File: src/rtl/clk_period_meter.sv
// clk_period_meter
//
// Measures the period and high time of a slow, asynchronous signal (divided clock, off-chip
// oscillator) in cycles of the fast system clock, and flags loss of signal via a timeout.
//
// Ports:
//   clk_in      system clock, all logic on its rising edge
//   rst         asynchronous reset, active-high
//   sig_in      asynchronous signal to measure
//   period_out  cycles between the last two detected rising edges of sig_in
//   high_out    cycles from rising to falling edge within that period
//   valid       one-cycle pulse when period_out / high_out update
//   no_signal   high while no valid measurement is in progress (reset or timeout)
//
// Parameters:
//   SYNC_STAGES  synchronizer depth on sig_in, 2..4
//   CNT_WIDTH    width of the cycle counter and result outputs
//   TIMEOUT      max cycles between rises before no_signal is raised, 2..2^CNT_WIDTH-1

module clk_period_meter #(
  parameter int unsigned SYNC_STAGES = 2,
  parameter int unsigned CNT_WIDTH   = 24,
  parameter int unsigned TIMEOUT     = 16777215
) (
  input  logic                 clk_in,
  input  logic                 rst,
  input  logic                 sig_in,
  output logic [CNT_WIDTH-1:0] period_out,
  output logic [CNT_WIDTH-1:0] high_out,
  output logic                 valid,
  output logic                 no_signal
);

  localparam logic [CNT_WIDTH-1:0] TimeoutVal = CNT_WIDTH'(TIMEOUT);
  localparam logic [CNT_WIDTH-1:0] CntOne     = CNT_WIDTH'(1);

  typedef enum logic [1:0] {
    StWaitLow,
    StArm,
    StMeasure
  } state_e;

  state_e state_q, state_d;

  logic [SYNC_STAGES-1:0] sync_q;
  logic [SYNC_STAGES-1:0] prime_q;
  logic                   s_sync;
  logic                   s_prev;
  logic                   primed;
  logic                   rise;
  logic                   fall;

  logic [CNT_WIDTH-1:0]   cnt;
  logic [CNT_WIDTH-1:0]   hi_reg;

  // Datapath controls decoded from the FSM.
  logic cnt_start;
  logic cnt_inc;
  logic hi_load;
  logic meas_done;
  logic meas_abort;

  // ---------------------------------------------------------------------------
  // Input synchronizer and edge detect
  // ---------------------------------------------------------------------------
  always_ff @(posedge clk_in or posedge rst) begin
    if (rst) begin
      sync_q  <= '0;
      prime_q <= '0;
      s_prev  <= 1'b0;
    end else begin
      sync_q  <= {sync_q[SYNC_STAGES-2:0], sig_in};
      prime_q <= {prime_q[SYNC_STAGES-2:0], 1'b1};
      s_prev  <= sync_q[SYNC_STAGES-1];
    end
  end

  assign s_sync = sync_q[SYNC_STAGES-1];
  assign rise   = s_sync & ~s_prev;
  assign fall   = ~s_sync & s_prev;

  // The chain comes out of reset holding zeros that were never sampled from sig_in. Until
  // sig_in has propagated through every stage, a low s_sync means nothing; without this, a
  // signal already high at reset release would look like low-then-rise and arm spuriously.
  assign primed = prime_q[SYNC_STAGES-1];

  // ---------------------------------------------------------------------------
  // FSM: state register
  // ---------------------------------------------------------------------------
  always_ff @(posedge clk_in or posedge rst) begin
    if (rst) begin
      state_q <= StWaitLow;
    end else begin
      state_q <= state_d;
    end
  end

  // ---------------------------------------------------------------------------
  // FSM: next state
  // ---------------------------------------------------------------------------
  always_comb begin
    state_d = state_q;
    unique case (state_q)
      StWaitLow: begin
        if (primed && !s_sync) begin
          state_d = StArm;
        end
      end
      StArm: begin
        if (rise) begin
          state_d = StMeasure;
        end
      end
      StMeasure: begin
        // A rise in the timeout cycle still counts as a valid period.
        if (!rise && (cnt == TimeoutVal)) begin
          state_d = StWaitLow;
        end
      end
      default: state_d = StWaitLow;
    endcase
  end

  // ---------------------------------------------------------------------------
  // FSM: outputs (datapath controls)
  // ---------------------------------------------------------------------------
  always_comb begin
    cnt_start  = 1'b0;
    cnt_inc    = 1'b0;
    hi_load    = 1'b0;
    meas_done  = 1'b0;
    meas_abort = 1'b0;
    unique case (state_q)
      StArm: begin
        cnt_start = rise;
      end
      StMeasure: begin
        if (rise) begin
          cnt_start = 1'b1;
          meas_done = 1'b1;
        end else begin
          hi_load = fall;
          // Saturating at TIMEOUT is what guarantees the counter never wraps.
          if (cnt == TimeoutVal) begin
            meas_abort = 1'b1;
          end else begin
            cnt_inc = 1'b1;
          end
        end
      end
      default: ;
    endcase
  end

  // ---------------------------------------------------------------------------
  // Datapath: counter, high-time capture, result registers
  // ---------------------------------------------------------------------------
  always_ff @(posedge clk_in or posedge rst) begin
    if (rst) begin
      cnt        <= '0;
      hi_reg     <= '0;
      period_out <= '0;
      high_out   <= '0;
      valid      <= 1'b0;
      no_signal  <= 1'b1;
    end else begin
      valid <= meas_done;

      // cnt is 1 in the cycle after a rise, so at the next rise it equals the period.
      if (cnt_start) begin
        cnt <= CntOne;
      end else if (cnt_inc) begin
        cnt <= cnt + CntOne;
      end

      if (hi_load) begin
        hi_reg <= cnt;
      end

      if (meas_done) begin
        period_out <= cnt;
        high_out   <= hi_reg;
        no_signal  <= 1'b0;
      end else if (meas_abort) begin
        period_out <= '0;
        high_out   <= '0;
        no_signal  <= 1'b1;
      end
    end
  end

endmodule

File: config.mk
export PLATFORM = sky130hd
export DESIGN_NAME = clk_period_meter
export DESIGN_NICKNAME = d
export VERILOG_FILES = /design/src/rtl/clk_period_meter.sv
export SDC_FILE = /design/constraint.sdc
export NUM_CORES = 1
export LEC_CHECK = 0
export CAP_MARGIN = 20
export CORE_MARGIN = 2
export CORE_UTILIZATION = 35
export CTS_CLUSTER_SIZE = 10
export DETAILED_ROUTE_END_ITERATION = 8
export SKIP_LAST_GASP = 1
export SLEW_MARGIN = 20
export SYNTH_ARGS = -nofsm -noshare
export SYNTH_HDL_FRONTEND = slang
export SYNTH_SLANG_ARGS = --single-unit
File: constraint.sdc
create_clock -name clk_in -period 4 [get_ports clk_in]
set_input_delay 0.8 -clock clk_in [delete_from_list [all_inputs] [get_ports clk_in]]
set_output_delay 0.8 -clock clk_in [all_outputs]
set_load 0.02 [all_outputs]
==> summary.txt <==
Synth
  – Fraction of registers with async set/reset: 100%
  – Syn Inst Count: 445
  – Post-Syn Area: around 0.0046 mm^2
  – Number of synthesized flops with an enable pin: 0
  – Synth top area share: a little under three fifths
  – YS warnings: 0
  – Mean area per synthesized cell: ~10 um^2
  – Post-synthesis sequential area ratio: between 50% and 60%
  – Top post-synthesis cells by area: dfrtp_1 57%, nand2_1 9.6%, o21ai_0 5.6%
  – Synth area leader: dfrtp_1
  – Ys flop type: dfrtp_1
  – Syn nets: 452
  – Netlist cell types: between 50 and 60
  – Yosys reg bits: 105

Setup path
  – Critical Path Max Stage Delay: 0.73 ns
  – Crit Path Class: reg2reg
  – Setup crit start: cnt[0]
  – Worst-path cell chain: ha_1, nand4_1, nor4_1, a21o_1, or4_2, a21oi_1
  – Worst Path Buf+Inv: 0
  – Cell family with most CP delay: simple AND/OR/NAND/NOR gates
  – Worst path required time: around 4.2 ns
  – Worst flop-to-flop path startpoint: cnt[0]
  – CP arrival: between 2 and 3 ns
  – Startpoint Class: flop
  – CP max-delay cell: a21o_1
  – Worst setup EP type: flop
  – Critical path peak fanout: 27

Routing
  – # DRC: 0
  – ANT nets after route: 0
  – Routed len/inst: around 15 um
  – Final WL: between 9 and 10 mm
  – First-pass DRT Iterations: 5
  – Vias post-DR: 3,415
  – Vias per inst: 5.16
  – Detailed Route Iter0 Violations: approximately 330

Clock tree
  – Clock buffer depth: 2
  – Setup Buffers After CTS: 0
  – Hold Buf Count CTS: 0
  – Worst-path clk slew: 0.07 ns
  – Clk sinks: 105
  – Post-CTS sizing: 0
  – CTS buffer count: 9
  – TritonCTS clock tree: yes
  – Root Driver: clkbuf_16
  – H-tree depth: 3
  – Clock Latency Late Sink: 0.34 ns

Min path
  – Min-Delay Path Class: reg2reg
  – Worst Hold Launch: prime_q[0]

Layout
  – Diode count: 0
  – Nets@finish: ~490
  – Most common cell after layout, fill and taps aside: nand2_1
  – Synthesis-to-layout area growth: 22.2%
  – Share of cells above drive strength 1: roughly 11%
  – Fill cells: around 1,200
  – Most frequent cells in the layout: 116 x nand2_1, 104 x dfrtp_1, 52 x clkdlybuf4s50_1, 51 x o21ai_0, 22 x mux2_2

Floorplan
  – Num rows: 41
  – IO Count: 53
  – Die footprint: roughly 0.014 mm^2
  – Initial core utilization: a little over a third
  – Core Area: approximately 0.013 mm^2
  – Chip height: 118 um
  – Die width: between 100 and 150 um

Placed design
  – RePlAce Congestion: between 0.8 and 0.9
  – I/O Buffers: 52
  – Post-detail-place hpwl: between 6 and 7 mm

STA
  – Final hold slack: 0.349 ns
  – Slew Viols, Final: 0
  – Setup TNS: 0 ns
  – Worst-Margin Slew: ~0.81 ns
  – Setup Skew: around 0.007 ns
  – Endpoints failing hold: 0
  – Fmax: around 0.37 GHz
  – Period utilisation layout: 68.1%
  – # setup viols final: 0
  – Post-layout minimum cycle time: ~2.7 ns
  – Max transition margin: approximately 46%
  – RSZ-0062 raised after global routing: false

Global route
  – All-Layer GR Usage: 15.0%
  – Global route total overflow: 0
  – Antenna violations before repair: 0
  – Vias in the first global route: between 3,000 and 4,000
  – First-pass GRT wire length: approximately 17 mm
  – Pin count of the biggest net entering global routing: 63

Power
  – Leakage: roughly 2.3 nW
  – Max rail drop VDD: approximately 0.21 mV
  – PD cells: ~460 mW/mm^2

Outcome
  – Outcome: complete, no violations

Job
  – Max Cap Violations: 0
worst register-to-register path: cells and delay by family, from the launching register on:
kind / cells / cell delay [ns]
AOI/OAI and AO/OA: 2 / 0.80
adders and majority gates: 1 / 0.31
DFF: 1 / 0.51
and+or+nand+nor: 3 / 0.96
worst paths after layout:
kind,slack (ns),to,depth (start not counted)
min reg2reg,0.35,prime_q[1],0
min,0.35,prime_q[1],0
max reg2reg,1.28,cnt[9],6
max,1.28,cnt[9],6
max in group asynchronous,2.33,cnt[2],3
min in group asynchronous,0.95,valid,2
cell families after synthesis:
kind of cell	count (synthesis)	synth area share (%)
and+or+nand+nor	179	19.2
buffers and inverters	36	3.27
other	1	0.0824
adders and majority gates	4	1.10
muxes	27	6.54
DFF	105	57.8
xor gates and xnor gates	1	0.192
AOI/OAI and AO/OA	92	11.8
layout make-up:
cell class / count / area, um^2 / area share [%]
Timing Repair Buffer: 56 / 563 / 10.1
Multi-Input combinational cell: 304 / 1770 / 31.9
Clock inverter: 6 / 115 / 2.07
Tap cell: 172 / 215 / 3.87
Sequential cell: 105 / 2630 / 47.3
Inverter: 9 / 36.3 / 0.652
Clock buffer: 10 / 229 / 4.12
power by group:
| group | leakage, nW | switching [mW] | internal [mW] |
|---|---|---|---|
| logic | 0.740 | 0.233 | 0.133 |
| clock network | 0.163 | 0.387 | 0.616 |
| registers | 1.44 | 0.0654 | 1.13 |
| total | 2.34 | 0.686 | 1.88 |
per-stage QoR:
step / power (mW) / instances / setup slack (ns) / util [%] / area (um^2)
6_report: 2.56 / 662 / 1.28 / 43.9 / 5560
5_1_grt: 2.69 / 662 / 1.04 / 43.9 / 5560
4_1_cts: 2.59 / 662 / 1.34 / 43.9 / 5560
3_5_place_dp: 1.58 / 646 / 1.36 / 41.2 / 5220
3_3_place_gp: 1.57 / 646 / 1.46 / 41.2 / 5220
2_1_floorplan: 1.46 / 445 / 0.441 / - / 4550
synthesized netlist by cell type (all sizes together) (2+ instances only):
cell type,count
nand2,118
dfrtp,104
o21ai,51
mux2,22
clkbuf,14
a21oi,13
buf,13
nand3,12
o31ai,10
inv,9
nand4,8
or4,8
mux2i,5
o41ai,5
or3,5
and4,4
ha,4
nor2,4
nor3,4
nor4,4
o22ai,3
or4b,3
and2,2
nand2b,2
o211ai,2
layer usage:
layer | track usage [%] | up-vias | share of wire [%]
met4 | 4.44 | 0 | 0.86
met1 | 20.5 | 1687 | 48
met5 | 0 | - | 0
met3 | 3.00 | 10 | 3.5
li1 | - | 1647 | -
met2 | 24.1 | 71 | 48
Power figures use the tool's default switching activity.
